`config.mk`:
```
export PLATFORM = sky130hd
export DESIGN_NAME = workgroup_read_arbiter_flat
export DESIGN_NICKNAME = d
export VERILOG_FILES = /design/src/rtl/workgroup_read_arbiter_if.sv /design/src/rtl/workgroup_read_arbiter.sv /design/src/flat_wrapper.sv
export SDC_FILE = /design/constraint.sdc
export NUM_CORES = 1
export LEC_CHECK = 0
export CORE_AREA = 2 2 571 573
export CTS_CLUSTER_SIZE = 24
export DETAILED_ROUTE_END_ITERATION = 10
export DIE_AREA = 0 0 573 575
export PLACE_DENSITY_LB_ADDON = 0.25
export SYNTH_ARGS = -nofsm -noshare
export SYNTH_HDL_FRONTEND = slang
export SYNTH_SLANG_ARGS = --single-unit
```
`constraint.sdc`:
```
create_clock -name aclk -period 3.3 [get_ports aclk]
set_input_delay 0.66 -clock aclk [delete_from_list [all_inputs] [get_ports aclk]]
set_output_delay 0.66 -clock aclk [all_outputs]
set_load 0.005 [all_outputs]
```
`src/rtl/workgroup_read_arbiter_if.sv`:
```
// Bus bundles for the workgroup read arbiter: the four-requester side and the AXI read master side.
// On each bundle the arbiter connects to one modport and the attached agent connects to the other.
interface wrd_req_if #(
  parameter int ADDR_W = 64,
  parameter int DATA_W = 512
);
  logic [3:0]             req_arvalid;
  logic [3:0][ADDR_W-1:0] req_araddr;
  logic [3:0][7:0]        req_arlen;
  logic [3:0]             req_arready;
  logic [3:0]             req_rvalid;
  logic [DATA_W-1:0]      req_rdata;
  logic                   req_rlast;
  logic [3:0]             req_rready;

  modport master (
    output req_arvalid, req_araddr, req_arlen, req_rready,
    input  req_arready, req_rvalid, req_rdata, req_rlast
  );
  modport slave (
    input  req_arvalid, req_araddr, req_arlen, req_rready,
    output req_arready, req_rvalid, req_rdata, req_rlast
  );
endinterface

interface wrd_axi_if #(
  parameter int ADDR_W = 64,
  parameter int DATA_W = 512
);
  logic              m_arvalid;
  logic              m_arready;
  logic [ADDR_W-1:0] m_araddr;
  logic [7:0]        m_arlen;
  logic [15:0]       m_arid;
  logic [2:0]        m_arsize;
  logic [1:0]        m_arburst;
  logic              m_rvalid;
  logic [DATA_W-1:0] m_rdata;
  logic [15:0]       m_rid;
  logic              m_rlast;
  logic              m_rready;

  modport master (
    output m_arvalid, m_araddr, m_arlen, m_arid, m_arsize, m_arburst, m_rready,
    input  m_arready, m_rvalid, m_rdata, m_rid, m_rlast
  );
  modport slave (
    input  m_arvalid, m_araddr, m_arlen, m_arid, m_arsize, m_arburst, m_rready,
    output m_arready, m_rvalid, m_rdata, m_rid, m_rlast
  );
endinterface

```
`src/rtl/workgroup_read_arbiter.sv`:
```
// Round-robin arbiter merging four requesters' AXI read bursts onto one master port,
// with per-requester outstanding-burst limits and ID-based read data routing.
module workgroup_read_arbiter #(
  parameter int ADDR_W  = 64,
  parameter int DATA_W  = 512,
  parameter int MAX_OUT = 4
) (
  input  logic      aclk,
  input  logic      aresetn,
  wrd_req_if.slave  req,
  wrd_axi_if.master m,
  output logic      busy,
  output logic      err_sticky
);

  typedef enum logic [0:0] {
    IDLE  = 1'b0,
    ISSUE = 1'b1
  } state_e;

  localparam logic [2:0] MAX_CNT = 3'(MAX_OUT);

  state_e            state_q, state_d;
  logic [1:0]        rr_ptr_q, rr_ptr_d;
  logic [1:0]        gnt_q, gnt_d;
  logic [ADDR_W-1:0] araddr_q, araddr_d;
  logic [7:0]        arlen_q, arlen_d;
  logic [3:0][2:0]   out_cnt_q, out_cnt_d;
  logic              err_q, err_d;

  logic [3:0]        elig_s;
  logic              grant_vld_s;
  logic [1:0]        grant_idx_s;
  logic              ar_hs_s;
  logic [1:0]        r_idx_s;
  logic              r_bad_id_s;
  logic              r_ready_s;
  logic              r_last_hs_s;
  logic [DATA_W-1:0] rdata_s;

  // Eligibility: request pending and room left for another outstanding burst
  always_comb begin
    for (int i = 0; i < 4; i++) begin
      elig_s[i] = req.req_arvalid[i] && (out_cnt_q[i] < MAX_CNT);
    end
  end

  // Round-robin search starting at rr_ptr and wrapping modulo 4
  always_comb begin
    grant_vld_s = 1'b0;
    grant_idx_s = rr_ptr_q;
    for (int k = 0; k < 4; k++) begin
      if (!grant_vld_s && elig_s[rr_ptr_q + 2'(k)]) begin
        grant_vld_s = 1'b1;
        grant_idx_s = rr_ptr_q + 2'(k);
      end else begin
        grant_vld_s = grant_vld_s;
      end
    end
  end

  // AR FSM: grant in IDLE, hold the registered request on the master port in ISSUE
  always_comb begin
    state_d         = state_q;
    rr_ptr_d        = rr_ptr_q;
    gnt_d           = gnt_q;
    araddr_d        = araddr_q;
    arlen_d         = arlen_q;
    ar_hs_s         = 1'b0;
    req.req_arready = 4'b0000;
    m.m_arvalid     = 1'b0;
    case (state_q)
      IDLE: begin
        // aresetn gating keeps the combinational accept quiet while held in reset
        if (grant_vld_s && aresetn) begin
          req.req_arready[grant_idx_s] = 1'b1;
          gnt_d    = grant_idx_s;
          araddr_d = req.req_araddr[grant_idx_s];
          arlen_d  = req.req_arlen[grant_idx_s];
          state_d  = ISSUE;
        end else begin
          state_d = IDLE;
        end
      end
      ISSUE: begin
        m.m_arvalid = 1'b1;
        if (m.m_arready) begin
          ar_hs_s  = 1'b1;
          rr_ptr_d = gnt_q + 2'd1;
          state_d  = IDLE;
        end else begin
          state_d = ISSUE;
        end
      end
      default: begin
        state_d = IDLE;
      end
    endcase
  end

  assign m.m_araddr  = araddr_q;
  assign m.m_arlen   = arlen_q;
  assign m.m_arid    = {14'b0, gnt_q};
  assign m.m_arsize  = 3'b110;
  assign m.m_arburst = 2'b01;

  // R routing by the low ID bits; unknown IDs are swallowed so the master never stalls
  always_comb begin
    r_idx_s        = m.m_rid[1:0];
    r_bad_id_s     = |m.m_rid[15:2];
    req.req_rvalid = 4'b0000;
    if (r_bad_id_s) begin
      r_ready_s = 1'b1;
    end else begin
      req.req_rvalid[r_idx_s] = m.m_rvalid;
      r_ready_s               = req.req_rready[r_idx_s];
    end
    r_last_hs_s = m.m_rvalid && r_ready_s && m.m_rlast && !r_bad_id_s;
  end

  assign m.m_rready    = r_ready_s;
  assign rdata_s       = m.m_rdata;
  assign req.req_rdata = rdata_s;
  assign req.req_rlast = m.m_rlast;

  // Outstanding counters and sticky protocol error
  always_comb begin
    err_d = err_q;
    for (int i = 0; i < 4; i++) begin
      logic inc_s;
      logic dec_s;
      inc_s = ar_hs_s && (gnt_q == 2'(i));
      dec_s = r_last_hs_s && (r_idx_s == 2'(i));
      if (dec_s && (out_cnt_q[i] == 3'd0)) begin
        err_d = 1'b1;
      end else begin
        err_d = err_d;
      end
      if (inc_s && !dec_s) begin
        out_cnt_d[i] = out_cnt_q[i] + 3'd1;
      end else if (dec_s && !inc_s && (out_cnt_q[i] != 3'd0)) begin
        out_cnt_d[i] = out_cnt_q[i] - 3'd1;
      end else begin
        out_cnt_d[i] = out_cnt_q[i];
      end
    end
    if (m.m_rvalid && r_bad_id_s) begin
      err_d = 1'b1;
    end else begin
      err_d = err_d;
    end
  end

  // State registers
  always_ff @(posedge aclk or negedge aresetn) begin
    if (!aresetn) begin
      state_q   <= IDLE;
      rr_ptr_q  <= 2'd0;
      gnt_q     <= 2'd0;
      araddr_q  <= '0;
      arlen_q   <= 8'd0;
      out_cnt_q <= '0;
      err_q     <= 1'b0;
    end else begin
      state_q   <= state_d;
      rr_ptr_q  <= rr_ptr_d;
      gnt_q     <= gnt_d;
      araddr_q  <= araddr_d;
      arlen_q   <= arlen_d;
      out_cnt_q <= out_cnt_d;
      err_q     <= err_d;
    end
  end

  assign busy       = (state_q == ISSUE) || (|out_cnt_q);
  assign err_sticky = err_q;

endmodule

```
`src/flat_wrapper.sv`:
```
// flat-port wrapper written by rule: the top's interface ports become plain ports
module workgroup_read_arbiter_flat 
#(
  parameter int ADDR_W  = 64,
  parameter int DATA_W  = 512,
  parameter int MAX_OUT = 4
)
  (aclk, aresetn, busy, err_sticky, req_req_arvalid, req_req_araddr, req_req_arlen, req_req_rready, req_req_arready, req_req_rvalid, req_req_rdata, req_req_rlast, m_m_arvalid, m_m_araddr, m_m_arlen, m_m_arid, m_m_arsize, m_m_arburst, m_m_rready, m_m_arready, m_m_rvalid, m_m_rdata, m_m_rid, m_m_rlast);
  wrd_req_if #(.ADDR_W(ADDR_W), .DATA_W(DATA_W)) req_i ();
  wrd_axi_if #(.ADDR_W(ADDR_W), .DATA_W(DATA_W)) m_i ();
  input  logic aclk;
  input  logic aresetn;
  output logic busy;
  output logic err_sticky;
  input wire logic [$bits(req_i.req_arvalid)-1:0] req_req_arvalid;
  input wire logic [$bits(req_i.req_araddr)-1:0] req_req_araddr;
  input wire logic [$bits(req_i.req_arlen)-1:0] req_req_arlen;
  input wire logic [$bits(req_i.req_rready)-1:0] req_req_rready;
  output wire logic [$bits(req_i.req_arready)-1:0] req_req_arready;
  output wire logic [$bits(req_i.req_rvalid)-1:0] req_req_rvalid;
  output wire logic [$bits(req_i.req_rdata)-1:0] req_req_rdata;
  output wire logic [$bits(req_i.req_rlast)-1:0] req_req_rlast;
  output wire logic [$bits(m_i.m_arvalid)-1:0] m_m_arvalid;
  output wire logic [$bits(m_i.m_araddr)-1:0] m_m_araddr;
  output wire logic [$bits(m_i.m_arlen)-1:0] m_m_arlen;
  output wire logic [$bits(m_i.m_arid)-1:0] m_m_arid;
  output wire logic [$bits(m_i.m_arsize)-1:0] m_m_arsize;
  output wire logic [$bits(m_i.m_arburst)-1:0] m_m_arburst;
  output wire logic [$bits(m_i.m_rready)-1:0] m_m_rready;
  input wire logic [$bits(m_i.m_arready)-1:0] m_m_arready;
  input wire logic [$bits(m_i.m_rvalid)-1:0] m_m_rvalid;
  input wire logic [$bits(m_i.m_rdata)-1:0] m_m_rdata;
  input wire logic [$bits(m_i.m_rid)-1:0] m_m_rid;
  input wire logic [$bits(m_i.m_rlast)-1:0] m_m_rlast;
  assign req_i.req_arvalid = req_req_arvalid;
  assign req_i.req_araddr = req_req_araddr;
  assign req_i.req_arlen = req_req_arlen;
  assign req_i.req_rready = req_req_rready;
  assign req_req_arready = req_i.req_arready;
  assign req_req_rvalid = req_i.req_rvalid;
  assign req_req_rdata = req_i.req_rdata;
  assign req_req_rlast = req_i.req_rlast;
  assign m_m_arvalid = m_i.m_arvalid;
  assign m_m_araddr = m_i.m_araddr;
  assign m_m_arlen = m_i.m_arlen;
  assign m_m_arid = m_i.m_arid;
  assign m_m_arsize = m_i.m_arsize;
  assign m_m_arburst = m_i.m_arburst;
  assign m_m_rready = m_i.m_rready;
  assign m_i.m_arready = m_m_arready;
  assign m_i.m_rvalid = m_m_rvalid;
  assign m_i.m_rdata = m_m_rdata;
  assign m_i.m_rid = m_m_rid;
  assign m_i.m_rlast = m_m_rlast;
  workgroup_read_arbiter #(.ADDR_W(ADDR_W), .DATA_W(DATA_W), .MAX_OUT(MAX_OUT)) u_core (.aclk(aclk), .aresetn(aresetn), .req(req_i), .m(m_i), .busy(busy), .err_sticky(err_sticky));
endmodule
```
# After elaboration in Yosys (flattened, before gate mapping)
# Cells that the tools add are included.
# totals
out_inout_bits	618
wordCells	160
ff_bits	90
inputBits	829
# op_classes
add_sub_neg	12
bitwise	2
n_mux	48
eq_ne	6
order_cmp	12
n_reduce_logical	70
# op_table
op	n
64-bit binary-select mux with 2-bit select	1
64-bit two-way mux	1
1-bit logical AND	38
3-bit two-way mux	8
1-bit two-way mux	22
2-bit by 3-bit less-than comparator with 1-bit output (second input constant)	6
8-bit binary-select mux with 2-bit select	1
14-bit OR reduction	1
3-bit by 1-bit adder with 3-bit output (second input constant)	4
1-bit zero test	12
3-bit zero test	4
3-bit less-than comparator (second input constant)	4
4-bit two-way mux	3
3-bit nonzero test	4
12-bit OR reduction	1
3-bit by 1-bit subtractor with 3-bit output (second input constant)	4
1-bit binary-select mux with 2-bit select	5
2-bit == test (second input constant)	4
8-bit two-way mux	1
2-bit nonzero test	4
2-bit two-way mux	3
5-bit nonzero test	1
2-bit by 1-bit adder with 2-bit output (second input constant)	2
2-bit adder (second input constant)	2
9 further kinds	14

# Logic depth before layout (Yosys ltp)
# Gate-level depths: netlist of the first run.
# logic_depth
word_depth	20
mapped_depth	10
ltp_nobuf	9

# Least setup slack after synthesis of the first run
# OpenSTA, ideal clock, no wires.
# synth_timing
path_type	input port to output port
startpoint	input req_req_arvalid[2]
endpoint	output req_req_arready[1]
t_required_ns	2.640
path_buffers	1
setup_slack_ns	0.770
cell_stages	7
arrival_time_ns	1.870
cell_sequence	nor2b_1 > nor2_1 > o21ai_2 > a221oi_2 > buf_2 > inv_1 > nor3_1
# synth_via
elab_chain_len	19
word_cells_on_any_way	30
cone_classes	order compare: 2; mux: 19; reduce/logical: 9
# synth_rtl
item	line	source
start, declared	flat_wrapper.sv:15	input wire logic [$bits(req_i.req_arvalid)-1:0] req_req_arvalid;
1-bit logical AND *	workgroup_read_arbiter.sv:44	elig_s[i] = req.req_arvalid[i] && (out_cnt_q[i] < MAX_CNT);
1-bit binary-select mux with 2-bit select	workgroup_read_arbiter.sv:53	if (!grant_vld_s && elig_s[rr_ptr_q + 2'(k)]) begin
1-bit two-way mux (implied by the code)	workgroup_read_arbiter.sv:53	
1-bit two-way mux	workgroup_read_arbiter.sv:53	
1-bit zero test	workgroup_read_arbiter.sv:53	
1-bit logical AND	workgroup_read_arbiter.sv:53	
1-bit two-way mux	workgroup_read_arbiter.sv:53	
1-bit zero test	workgroup_read_arbiter.sv:53	
[... 3 more ...]	n/a	
1-bit logical AND	workgroup_read_arbiter.sv:53	
2-bit two-way mux	workgroup_read_arbiter.sv:53	
2-bit by 3-bit less-than comparator with 1-bit output (implied by the code) or 2-bit by 1-bit >= comparator with 1-bit output (tied branches)	workgroup_read_arbiter.sv:76	req.req_arready[grant_idx_s] = 1'b1;
1-bit logical AND (implied by the code)	workgroup_read_arbiter.sv:76	
1-bit two-way mux (implied by the code)	workgroup_read_arbiter.sv:76	
1-bit demux with 2-bit select	n/a	
4-bit two-way mux *	workgroup_read_arbiter.sv:75	if (grant_vld_s && aresetn) begin
4-bit two-way mux *	workgroup_read_arbiter.sv:72	case (state_q)
end, declared	flat_wrapper.sv:19	output wire logic [$bits(req_i.req_arready)-1:0] req_req_arready;
# Every way passes the cells marked *; elsewhere a longest branch is shown, timed or not. The select of a mux whose other input is x is not followed.

# Worst setup path after layout of the first run
# layout_timing
startpoint	input m_m_rid[10]
endpoint	output req_req_rvalid[3]
# layout_via
elab_chain_len	2
# layout_rtl
item	line	source
start, declared	flat_wrapper.sv:33	input wire logic [$bits(m_i.m_rid)-1:0] m_m_rid;
14-bit OR reduction	workgroup_read_arbiter.sv:110	r_bad_id_s = |m.m_rid[15:2];
4-bit two-way mux	workgroup_read_arbiter.sv:112	if (r_bad_id_s) begin
end, declared	flat_wrapper.sv:20	output wire logic [$bits(req_i.req_rvalid)-1:0] req_req_rvalid;
# No other way between the ends.

==> impl_metrics.tcl, run 1 <==
set metrics [dict create \
    synthArstFlopShare_pct 100 \
    synth_warnings 0 \
    vias 8448 \
    end_kind "output port" \
    dr.pass1.iters 4 \
    hp-class "primary input to asynchronous set/reset pin" \
    maxSlewViolCount 0 \
    yosysUniqueCellTypes 54 \
    cp.required_ps 2640 \
    worstReg2RegEnd "u_core.m.m_araddr[33]" \
    gp_congestion 0.723 \
    placed_cells 5350 \
    area_delta_synth_final_pct 61.9 \
    arrival_ps 2530 \
    syn_area_mm2 0.0103 \
    hold_viol_final 0 \
    hold_buffers 0 \
    post-route-min-period_ps 3190 \
    antenna_found_initial 149 \
    portBuffers 403 \
    cts.sinks 90 \
    placementRows 209 \
    drt_iter0_markers 360 \
    cts_root_buf "clkbuf_16" \
    place_ws_ps -427 \
    vias_per_cell 1.57 \
    dieArea_mm2 0.329 \
    power_leakage_nw 4.95 \
    power.density_mw_per_mm2 629 \
    synth_top_flop_cell "dfrtp_1" \
    gr-total-overflow 0 \
    core_area_mm2 0.323 \
    avgSynthCellArea_um2 9.38 \
    holdWs_ps 317 \
    grt_pass1_wl_mm 214 \
    max-clock-path-buffers 2 \
    grt_use_total_pct 11.3 \
    peakVddDrop_mv 0.273 \
    cts.clk_slew.worst_paths_ps 100 \
    rsz0062_at_grt "false" \
    stdcell_count 5396 \
    die_h_um 575 \
    hpwl_mm 180 \
    htreeDepth 3 \
    skew_ps 45.8 \
    setup_violations 0 \
    ff2ff_setup_slack_ps 480 \
    relSlewSlack_pct 53.1 \
    worst-r2r-cell-count 9 \
    netlist_instances 1103 \
    totalWireLength_mm 192 \
    cts_tree "done" \
    die_w_um 573 \
    io_pins 1447 \
    cap_violations 0 \
    seq_area_frac_synth_pct 21.8 \
    grt_max_degree 55 \
    grt_pass1_vias 8432 \
    min_period_over_period_pct 96.6 \
    cts_buffers 9 \
    layout_setup_ws_ps 113 \
    path_class "primary input to output port" \
    max_clock_freq_mhz 314 \
    r2r-start "u_core.out_cnt_q[11]" \
    clock_latency_ps 480 \
    num-nets-final 1873 \
    ant_nets 0 \
    outcome "complete, no violations" \
    drc 0 \
    cp-start-kind "primary input" \
    worstPathMaxFanout 4 \
    ys_seq_elements 90 \
    detail_route.wl_per_cell_um 35.6 \
    synth_edf_count 0 \
    initial_core_util_pct 3.20 \
    layout-drive-gt1-share_pct 18.6 \
    worstMarginPinSlew_ps 704 \
]
-- critical path, stage by stage --
cell	delay, ps
clkdlybuf4s50_1	450
nor4_1	420
and4_2	340
buf_4	140
buf_4	120
nand3_2	100
nor2_4	140
buf_4	140
-- cell usage in the layout, fill, tap and decap left out, types with 5 or more instances in the layout --
master / count
o21ai_0: 5
buf_12: 16
nor2_1: 13
o221ai_2: 68
clkdlybuf4s50_1: 392
nor4_1: 5
inv_1: 9
nor3_1: 7
nand4_1: 5
nand3_1: 8
and3_1: 5
clkbuf_16: 9
o211ai_1: 6
dfrtp_1: 89
nand2_1: 86
a21oi_1: 6
buf_4: 73
diode_2: 30
mux2i_1: 148
conb_1: 19
-- what timing repair did --
item | in CTS | in global routing
endpoints found under the setup margin | 4 | 3
resized for setup | 7 | 3
pin swaps | 1 | 0
setup buffers | 0 | 0
-- report_power, final --
group | leakage, nW | switching (W) | total (W) | internal, W
Combinational | 3.69 | 0.00366 | 0.00707 | 0.00341
Clock | 0.144 | 0.000805 | 0.00134 | 0.000531
Sequential | 1.11 | 0.000495 | 0.00213 | 0.00163
Total | 4.95 | 0.00496 | 0.0105 | 0.00557
-- per-layer routing --
metal	global-route usage, %	wire, µm
met5	0.603	757
met4	4.37	8760
met3	15.9	58700
met2	18.4	87500
met1	6.32	36300
-- kinds of logic (layout without fill, tap and decap cells) --
kind of cell	count (synthesis)	in the layout	synth area share (%)
AO/OA/AOI/OAI	111	111	13.0
multiplexers	151	151	14.7
XOR/XNOR	3	3	0.254
adder cells (fa/ha/maj)	8	8	1.26
other	2	49	0.0726
buffers and inverters	588	509	42.0
flip-flops	90	90	21.8
AND/OR/NAND/NOR	150	150	6.98
-- synth_stat cells (all sizes together) (6+ instances only) --
cell | instances | area share (%)
o21ai | 10 | 0.52
inv | 10 | 0.36
o211ai | 6 | 0.44
o221ai | 72 | 10
nor2 | 14 | 0.51
nor3 | 7 | 0.34
nor4 | 8 | 0.60
buf | 567 | 41
nand2 | 87 | 3.2
nand3 | 9 | 0.48
dfrtp | 90 | 22
a21oi | 6 | 0.29
clkbuf | 11 | 0.40
mux2i | 148 | 14
-- layout make-up --
type	instances	area, µm²
Antenna cell	30	75.1
Clock buffer	9	225
Clock inverter	7	61.3
Fill cell	38268	306000
Inverter	10	37.5
Multi-Input combinational cell	442	3870
Sequential cell	90	2250
Tap cell	4325	5410
Timing Repair Buffer	483	4810
-- sequential cells by signal, indices dropped and copies added (netlist names) --
register and cells:
u_core.m.m_araddr 64, u_core.out_cnt_q 12, u_core.m.m_arlen 8, u_core.gnt_q 2
u_core.rr_ptr_q 2, u_core.err_sticky 1, u_core.state_q 1
-- how the worst max path moves through the flow --
stage | end | from | slack [ps] | cells past startpoint
2_1_floorplan | req_req_arready[1] | req_req_arvalid[2] | 770 | 7
3_3_place_gp | req_req_rvalid[1] | m_m_rid[3] | -520 | 7
3_5_place_dp | req_req_rvalid[1] | m_m_rid[3] | -430 | 7
4_1_cts | req_req_rvalid[3] | m_m_rid[3] | 30 | 9
5_1_grt | req_req_rvalid[3] | m_m_rid[3] | 20 | 9
6_report | req_req_rvalid[3] | m_m_rid[10] | 110 | 8
-- per-stage QoR --
stage          setup TNS [ps]  total power, W  cell area, µm²  utilization (%)
4_1_cts                     0          0.0110           16700             5.16
6_report                    0          0.0105           16700             5.18
5_1_grt                     0          0.0113           16700             5.16
3_5_place_dp            -1010         0.00953           16300             5.06
3_3_place_gp            -1980         0.00951           16300             5.06
2_1_floorplan               0         0.00590           10400                -
Power figures use the tool's default switching activity.
==> run 2, diff against run 1 <==
--- a/config.mk
+++ b/config.mk
@@ -13,3 +13,4 @@
 export SYNTH_ARGS = -nofsm -noshare
 export SYNTH_HDL_FRONTEND = slang
 export SYNTH_SLANG_ARGS = --single-unit
+export TNS_END_PERCENT = 5
==> run 2 against run 1 <==
  * Critical path depth unchanged
  * Register-to-register slack is essentially flat
  * Global-route usage stayed put
  * Non-clock buffer count unchanged
  * Combinational power hardly changed
  * Maximum frequency about the same
  * Sequential share of layout area about the same
  * Clock skew did not move
==> impl_metrics.tcl, run 2 (synthesis gave the netlist of run 1 again) <==
set metrics [dict create \
    power_leakage_nw 4.95 \
    sequentialPowerShare_pct 20.2 \
    largest_reg_flops 64 \
    path_class "primary input to output port" \
    stdcell_count 5396 \
    cp-start-kind "primary input" \
    grt_pass1_vias 8432 \
    cts_root_buf "clkbuf_16" \
    peakVddDrop_mv 0.273 \
    drc 0 \
    cts.sinks 90 \
    htreeDepth 3 \
    worstMarginPinSlew_ps 704 \
    relSlewSlack_pct 53.1 \
    skew_ps 45.8 \
    hpwl_mm 180 \
    max_clock_freq_mhz 314 \
    worstPathMaxFanout 4 \
    p_int_w 0.00557 \
    num-nets-final 1873 \
    min_period_over_period_pct 96.6 \
    layout-drive-gt1-share_pct 18.6 \
    gr-total-overflow 0 \
    p_clk_share_pct 12.7 \
    cts.clk_slew.worst_paths_ps 100 \
    gp_congestion 0.723 \
    setup_violations 0 \
    area_delta_synth_final_pct 62.0 \
    path_cells "clkdlybuf4s50_1 -> nor4_1 -> and4_2 -> buf_4 -> buf_4 -> nand3_2 -> nor2_4 -> buf_4" \
    vias 8448 \
    ant_nets 0 \
    io_pins 1447 \
    totalWireLength_mm 192 \
    antenna_found_initial 149 \
    arrival_ps 2530 \
    clock_latency_ps 480 \
    grt_max_degree 55 \
    cp_slowest_stage_delay_ps 450 \
    critPathTopFamily "simple AND/OR/NAND/NOR gates" \
    hold_viol_final 0 \
    holdWs_ps 317 \
    crit_slowest_cell "clkdlybuf4s50_1" \
    switching_power_w 0.00496 \
    cap_violations 0 \
    core_area_mm2 0.323 \
    max-clock-path-buffers 2 \
    cp_common_cell "buf_4" \
    rsz0062_at_grt "false" \
    final_cell_mix "clkdlybuf4s50_1, mux2i_1, dfrtp_1, nand2_1, buf_4" \
    maxSlewViolCount 0 \
    end_kind "output port" \
    power.density_mw_per_mm2 629 \
    die_h_um 575 \
    vias_per_cell 1.57 \
    die_w_um 573 \
    dieArea_mm2 0.329 \
    placed_cells 5350 \
    detail_route.wl_per_cell_um 35.6 \
    combPwrFrac_pct 67.1 \
    initial_core_util_pct 3.20 \
    dr.pass1.iters 4 \
    placementRows 209 \
    grt_pass1_wl_mm 214 \
    p_sw_share_pct 47.1 \
    hp-class "primary input to asynchronous set/reset pin" \
    portBuffers 403 \
    post-route-min-period_ps 3190 \
    final_common_cell "clkdlybuf4s50_1" \
    fin_tns_setup_ps 0 \
    cts_buffers 9 \
    outcome "complete, no violations" \
    grt_use_total_pct 11.3 \
    cts_tree "done" \
    cp.required_ps 2640 \
    hold_buffers 0 \
    drt_iter0_markers 358 \
    crit_buf_inv 4 \
]
[run 2: cell count changes in the layout (fill, tap and decap cells not counted)]
cell,before,now
dlygate4sd2_1,1,0
dlymetal6s2s_1,0,1
[run 2: layer usage]
| metal | wire length (µm) | vias to the layer above | track usage, % | share of wire (%) |
|---|---|---|---|---|
| met5 | 757 | - | 0.603 | 0.39 |
| met2 | 87500 | 1281 | 18.4 | 46 |
| met3 | 58800 | 419 | 15.9 | 31 |
| met1 | 36200 | 3534 | 6.32 | 19 |
| li1 | - | 3134 | - | - |
| met4 | 8760 | 80 | 4.37 | 4.6 |
[run 2: area by class of cell]
| class | instances | area, µm² |
|---|---|---|
| fillers | 38268 | 306000 |
| well taps | 4325 | 5410 |
| repair buffers | 483 | 4820 |
| multi-input cells | 442 | 3870 |
| flip-flops and latches | 90 | 2250 |
| clock buffers | 9 | 225 |
| diodes | 30 | 75.1 |
| clock inverters | 7 | 61.3 |
| inverters | 10 | 37.5 |
[run 2: through the flow]
stage          utilization [%]  power, W  cell area, µm²  setup WS [ps]
2_1_floorplan                -   0.00590           10400            770
3_3_place_gp              5.06   0.00951           16300           -518
3_5_place_dp              5.06   0.00953           16300           -427
4_1_cts                   5.16    0.0110           16700          -44.7
5_1_grt                   5.16    0.0113           16700           20.2
6_report                  5.18    0.0105           16700            113
[run 2: power groups by stage]
| stage | registers, W | logic (W) | clock network [W] |
|---|---|---|---|
| 3_5_place_dp | 0.00217 | 0.00735 | 0 |
| 5_1_grt | 0.00222 | 0.00762 | 0.00148 |
| 4_1_cts | 0.00216 | 0.00738 | 0.00150 |
| 6_report | 0.00213 | 0.00707 | 0.00134 |
| 3_3_place_gp | 0.00217 | 0.00733 | 0 |
| 2_1_floorplan | 0.00201 | 0.00389 | 0 |
[run 2: worst paths after layout]
kind,from,endpoint,slack [ps],depth (start not counted)
worst max-delay path,m_m_rid[10],req_req_rvalid[3],110,8
worst min-delay path,aresetn,u_core.m.m_araddr[5],320,2
worst max register to register,u_core.out_cnt_q[11],u_core.m.m_araddr[33],480,9
worst min register to register,u_core.m.m_araddr[50],u_core.m.m_araddr[50],490,2
max in group asynchronous,aresetn,u_core.m.m_arlen[3],1890,3
min in group aclk,u_core.m.m_araddr[50],u_core.m.m_araddr[50],490,2
[run 2: timing repair]
action / CTS / global route
setup buffers: 0 / 0
resized for setup: 6 / 4
pin swaps: 0 / 1
hold endpoints to repair: 0 / 0
endpoints found under the setup margin: 4 / 4
==> edit 1: new RTL, flow settings as in run 2 <==
`ADDR_W` is set to 64 in 4 places; all go to 60.
--- a/src/rtl/workgroup_read_arbiter_if.sv
+++ b/src/rtl/workgroup_read_arbiter_if.sv
@@ -1,7 +1,7 @@
 // Bus bundles for the workgroup read arbiter: the four-requester side and the AXI read master side.
 // On each bundle the arbiter connects to one modport and the attached agent connects to the other.
 interface wrd_req_if #(
-  parameter int ADDR_W = 64,
+  parameter int ADDR_W = 60,
   parameter int DATA_W = 512
 );
   logic [3:0]             req_arvalid;
@@ -24,7 +24,7 @@
 endinterface
 
 interface wrd_axi_if #(
-  parameter int ADDR_W = 64,
+  parameter int ADDR_W = 60,
   parameter int DATA_W = 512
 );
   logic              m_arvalid;
--- a/src/rtl/workgroup_read_arbiter.sv
+++ b/src/rtl/workgroup_read_arbiter.sv
@@ -1,7 +1,7 @@
 // Round-robin arbiter merging four requesters' AXI read bursts onto one master port,
 // with per-requester outstanding-burst limits and ID-based read data routing.
 module workgroup_read_arbiter #(
-  parameter int ADDR_W  = 64,
+  parameter int ADDR_W  = 60,
   parameter int DATA_W  = 512,
   parameter int MAX_OUT = 4
 ) (
--- a/src/flat_wrapper.sv
+++ b/src/flat_wrapper.sv
@@ -1,7 +1,7 @@
 // flat-port wrapper written by rule: the top's interface ports become plain ports
 module workgroup_read_arbiter_flat 
 #(
-  parameter int ADDR_W  = 64,
+  parameter int ADDR_W  = 60,
   parameter int DATA_W  = 512,
   parameter int MAX_OUT = 4
 )
Interface: changed (resized m_m_araddr and req_req_araddr); port bits go from 1447 to 1427. The function was not compared with the original's and may differ.
==> edit 1 against run 2 <==
  * Count of clock-buffer cells in the layout is 5 higher
  * Synthesized area is 8.4% lower
  * Worst hold slack worse by 0.20 ns
  * Wire length is 5.1% lower
  * Synthesized cell count is 4.2% lower
  * Clock skew is 0.0034 ns higher
  * Setup slack better by 0.045 ns
  * Cell area is 5.7% lower
  * Utilization is 0.30 points lower
  * Sequential cell count is 4 lower
  * Clock power is 19% higher
  * Via count is 7.6% lower
  * Power is 6.3% lower
  * Final cell count is 1.5% lower
==> edit 1: results (changes against run 2) <==
Global routing
  • Global routing usage on met2: 16.6% (-1.7 points)
  • Gr usage total: 10.7% (-0.60 points)
  • Met3 GRT Util: 16.4% (+0.49 points)
  • Initial antenna violation count: 89 (-40%)
  • Routing usage on met1: 5.10% (-1.2 points)
  • Number of global-route vias before repair: 8045 (-4.6%)

Synthesis
  • Unique cell type count in the Yosys netlist: 44 (-19%)
  • XOR/XNOR share of the synthesized area: 0.555% (+0.30 points)
  • Post-Synth Adder-Cell Area: 1.37% (+0.11 points)
  • Synth area leaders: buf_4 43%, dfrtp_1 23%, mux2i_1 15%, o221ai_1 6.3%, nand2_1 3.2%
  • Mapped Cells: 1057 (-4.2%)
  • Synth cell count leaders: 544 x buf_4, 140 x mux2i_1, 86 x dfrtp_1, 80 x nand2_1, 68 x o221ai_1
  • Synth Area in Compound Gates: 8.20% (-4.8 points)
  • Sequential-to-total area share from yosys stat: 22.7% (+0.93 points)
  • Seq cells post-synth: 86 (-4.4%)

Layout
  • Share of cell area taken by multi-input logic gates: 20.3% (-2.8 points)
  • #MultiIn Comb: 406 (-8.1%)
  • Ant diodes: 29 (-3.3%)
  • Non-clock inverters: 8 (-2)
  • Final-stage net count: 1782 (-4.9%)
  • Max reg flops: 60 (-6.3%)
  • Fraction of layout instances using a drive strength above 1: 11.1% (-7.5 points)
  • Clock buf/inv share: 2.40% (+0.69 points)
  • Sequential cell area: 2160 um^2 (-4.1%)

Pwr
  • Int Power: 5.42 mW (-2.6%)
  • Clk. pwr: 1.60 mW (+19%)
  • Clock share of power: 16.3% (+3.6 points)
  • P_leak: 4.78 nW (-3.4%)
  • Peak VDD IR: 0.414 mV (+52%)

Worst setup path
  • CP Launch Point: u_core.out_cnt_q[11]$_DFFE_PN0P_
  • Worst Path Arrival: 2.48 ns (-0.05 ns)
  • R2R setup slack: 0.42 ns (-0.06 ns)
  • CP Capture Point: req_req_arready[3]

Place
  • Place WS: 0.00898 ns (+0.436 ns)
  • Number of port buffers: 383 (-5.0%)
  • RD Place Congestion: 0.690 (-4.6%)
  • Cell count after placement: 5267 (-1.6%)
  • Hpwl dp: 170000 um (-5.3%)

Timing
  • Normalized max-slew margin: 48.3% (-4.8 points)
  • Clk_skew: 0.0491 ns (+0.00338 ns)

CTS
  • Worst skew pair latency: 0.58 ns (+0.10 ns)
  • CTS max path bufs: 3 (+1)

Outcome
  • Outcome: finished clean

Route
  • WL met1: 31200 um (-14%)
  • Routed wl met3: 59000 um (+0.40%)
  • Vias: 7807 (-7.6%)
## edit 1: cell types whose count changed after synthesis, sizes merged, moves of 3 or more
cell,delta
clkbuf,+5
o221ai,-4
nand2,-7
nand4,-3
dfrtp,-4
nand3,-3
nor4,-5
nor2,-6
and2,+4
mux2i,-8
o211ai,-6
nor3,+3
buf,-9
## edit 1: repair_timing
item                                    4_1_cts  5_1_grt
gates resized for setup                      12        1
pin swaps                                     2        1
setup buffers                                 3        0
gates cloned                                  1        0
endpoints found under the setup margin        5        1
hold buffers                                  0        0
endpoints found under the hold margin         0        0
## edit 1: worst max-delay path: stages, from the launching register on
cell and delay (ns):
dfrtp_4 0.58, nand2b_4 0.20, nand2_1 0.09, o21ai_1 0.11
a221oi_4 0.44, inv_2 0.13, nor3_4 0.24, buf_12 0.12
## edit 1: kinds of logic after synthesis
group,Yosys count
buf+inv,582
mux,145
simple gates,133
compound gates,95
flops,86
fa+ha+maj,8
xor+xnor,6
other cells,2
## edit 1: how the worst min path moves through the flow
stage / startpoint / end / slack (ns)
global placement: u_core.err_sticky$_DFFE_PN0P_ / u_core.err_sticky$_DFFE_PN0P_ / 0.44
CTS: aresetn / u_core.m.m_araddr[23]$_DFFE_PN0P_ / 0.11
global route: aresetn / u_core.m.m_araddr[27]$_DFFE_PN0P_ / 0.11
detailed placement: u_core.err_sticky$_DFFE_PN0P_ / u_core.err_sticky$_DFFE_PN0P_ / 0.45
finish: aresetn / u_core.m.m_araddr[27]$_DFFE_PN0P_ / 0.11
floorplan: aresetn / u_core.err_sticky$_DFFE_PN0P_ / 0.36
==> edit 2: new RTL, settings of run 2 <==
Made on the original files. Take the reset off `araddr_q` and load it in a clocked block of its own.
--- a/src/rtl/workgroup_read_arbiter.sv
+++ b/src/rtl/workgroup_read_arbiter.sv
@@ -157,7 +157,6 @@
       state_q   <= IDLE;
       rr_ptr_q  <= 2'd0;
       gnt_q     <= 2'd0;
-      araddr_q  <= '0;
       arlen_q   <= 8'd0;
       out_cnt_q <= '0;
       err_q     <= 1'b0;
@@ -165,11 +164,14 @@
       state_q   <= state_d;
       rr_ptr_q  <= rr_ptr_d;
       gnt_q     <= gnt_d;
-      araddr_q  <= araddr_d;
       arlen_q   <= arlen_d;
       out_cnt_q <= out_cnt_d;
       err_q     <= err_d;
     end
+  end
+
+  always_ff @(posedge aclk) begin
+    araddr_q <= araddr_d;
   end
 
   assign busy       = (state_q == ISSUE) || (|out_cnt_q);
Check against the original RTL: not settled (the Yosys comparison gave no result); the edit may change what the design does.
==> edit 2 against run 2 <==
  * Sequential cell count is the same
  * Register-to-register slack gained 0.18 ns
  * Setup slack lost 0.050 ns
  * Wire length shrank 11%
  * Clock power shrank 11%
  * Die area is the same
  * Final cell count grew 0.85%
  * Power shrank 5.2%
  * Cell area shrank 2.5%
  * Count of clock-buffer cells in the layout grew 2
  * Fmax shrank 1.5%
  * Synthesized area shrank 4.6%
  * Critical path type unchanged
  * Highest routed layer unchanged
==> edit 2: results (changes against run 2) <==
Synthesis
  • Ys flop type: edfxtp_1
  • Sequential-to-total area share from yosys stat: 26.1% (+4.3 points)
  • Synth cell count leaders: 532 x buf_4, 146 x nand2_1, 67 x a31oi_1, 67 x and2_1, 65 x a211oi_1
  • Unique cell type count in the Yosys netlist: 53 (-1.9%)
  • Synth area leaders: buf_4 40%, edfxtp_1 19%, dfrtp_1 6.6%, nand2_1 5.6%, a211oi_1 4.9%
  • Number of flops mapped to enable cells by yosys: 64 (+64)
  • Post-synth ARST share: 28.9% (-71 points)

Worst setup path
  • Worst Path Arrival: 2.58 ns (+0.05 ns)
  • R2R setup slack: 0.66 ns (+0.18 ns)
  • CP Launch Point: req_req_arvalid[3]
  • Max Fanout on Critical Path: 7 (+3)
  • Reg2reg path depth: 8 (-1)

Pwr
  • Switching share of power: 45.2% (-1.9 points)
  • Peak VDD IR: 0.305 mV (+12%)
  • P_leak: 4.32 nW (-13%)

Place
  • Place WS: -0.160 ns (+0.267 ns)
  • RD Place Congestion: 0.798 (+10%)

Timing
  • Achievable Freq: 309 MHz (-1.5%)
  • Worst hold slack: 0.531 ns (+0.214 ns)
  • Normalized max-slew margin: 61.1% (+8.0 points)
  • Clk_skew: 0.0219 ns (-0.0239 ns)

Worst hold path
  • Hold path startpoint: u_core.out_cnt_q[9]$_DFFE_PN0P_
  • Hold crit path type: reg2reg

CTS
  • CTS resizes: 10 (+4)
  • Worst skew pair latency: 0.43 ns (-0.05 ns)

Route
  • Vias per Instance: 1.54 (-1.9%)
  • Wire per inst: 31.3 um (-12%)
  • Drt first-iter violations: 410 (+15%)

Global routing
  • First-pass GRT wire length: 192000 um (-10%)
  • Initial antenna violation count: 12 (-92%)
  • Number of global-route vias before repair: 8510 (+0.93%)
  • Pin count of the biggest net entering global routing: 36 (-35%)

Layout
  • Fraction of layout instances using a drive strength above 1: 11.5% (-7.2 points)

Outcome
  • Outcome: finished clean
edit 2: cell types whose count changed in the layout (fill, tap and decap cells not counted), sizes merged, moves of 11 or more:
cell	delta
a211oi	+65
a31oi	+65
and2	+66
buf	-12
dfrtp	-64
diode	-28
edfxtp	+64
mux2i	-146
nand2	+59
o21ai	+11
o221ai	-71
edit 2: cell families after synthesis:
family,count (synthesis),share of synthesized area (%)
AO/OA/AOI/OAI,198,13.6
XOR/XNOR,8,0.787
AND/OR/NAND/NOR,277,13.6
adder cells (fa/ha/maj),8,1.32
buffers and inverters,597,43.1
flip-flops,90,26.1
multiplexers,10,1.38
other,2,0.0762
edit 2: routing by layer:
| layer | global-route usage (%) | part of all wire, % | vias up | wire (um) |
|---|---|---|---|---|
| met4 | 2.55 | 2.4 | 18 | 4050 |
| met1 | 5.64 | 20 | 3724 | 34100 |
| met5 | 0.918 | 0.25 | - | 420 |
| li1 | - | - | 3311 | - |
| met2 | 17.5 | 50 | 1158 | 84700 |
| met3 | 12.9 | 28 | 144 | 47300 |
edit 2: final cells by class:
class / instances / area, um^2
Fill cell: 38349 / 307000
Tap cell: 4325 / 5410
Timing Repair Buffer: 477 / 4790
Multi-Input combinational cell: 520 / 3230
Sequential cell: 90 / 2570
Clock buffer: 11 / 243
Inverter: 12 / 47.5
Clock inverter: 5 / 35.0
Antenna cell: 2 / 5.00
edit 2: stage by stage:
| stage | util (%) | power, mW | cells | setup TNS, ns | instance area [um^2] |
|---|---|---|---|---|---|
| finish | 5.05 | 9.98 | 5442 | 0 | 16300 |
| CTS | 5.03 | 10.4 | 5438 | 0 | 16200 |
| floorplan | - | 5.65 | 1207 | 0 | 9930 |
| global route | 5.05 | 10.9 | 5441 | -0.0609 | 16300 |
| detailed placement | 4.93 | 9.04 | 5422 | -2.88 | 15900 |
| global placement | 4.93 | 9.03 | 5422 | -2.82 | 15900 |
edit 2: power groups by stage:
stage	combinational, mW	sequential, mW	clock (mW)
after floorplan	3.36	2.29	0
after global placement	6.48	2.54	0
after detailed placement	6.50	2.54	0
after CTS	6.56	2.53	1.32
after global routing	7.05	2.54	1.33
final	6.35	2.45	1.19
edit 2: how the worst min path moves through the flow:
stage                                            to
floorplan             u_core.err_sticky$_DFFE_PN0P_
CTS                 u_core.out_cnt_q[9]$_DFFE_PN0P_
finish              u_core.out_cnt_q[9]$_DFFE_PN0P_
detailed placement  u_core.out_cnt_q[9]$_DFFE_PN0P_
global placement    u_core.m.m_arlen[2]$_DFFE_PN0P_
global route        u_core.out_cnt_q[9]$_DFFE_PN0P_
edit 2: critical path: stages:
cell and delay, ns:
clkdlybuf4s50_1 0.50, nand2b_1 0.23, nand4_1 0.25, nand3_4 0.14
inv_4 0.12, and2_1 0.13, clkdlybuf4s50_1 0.53
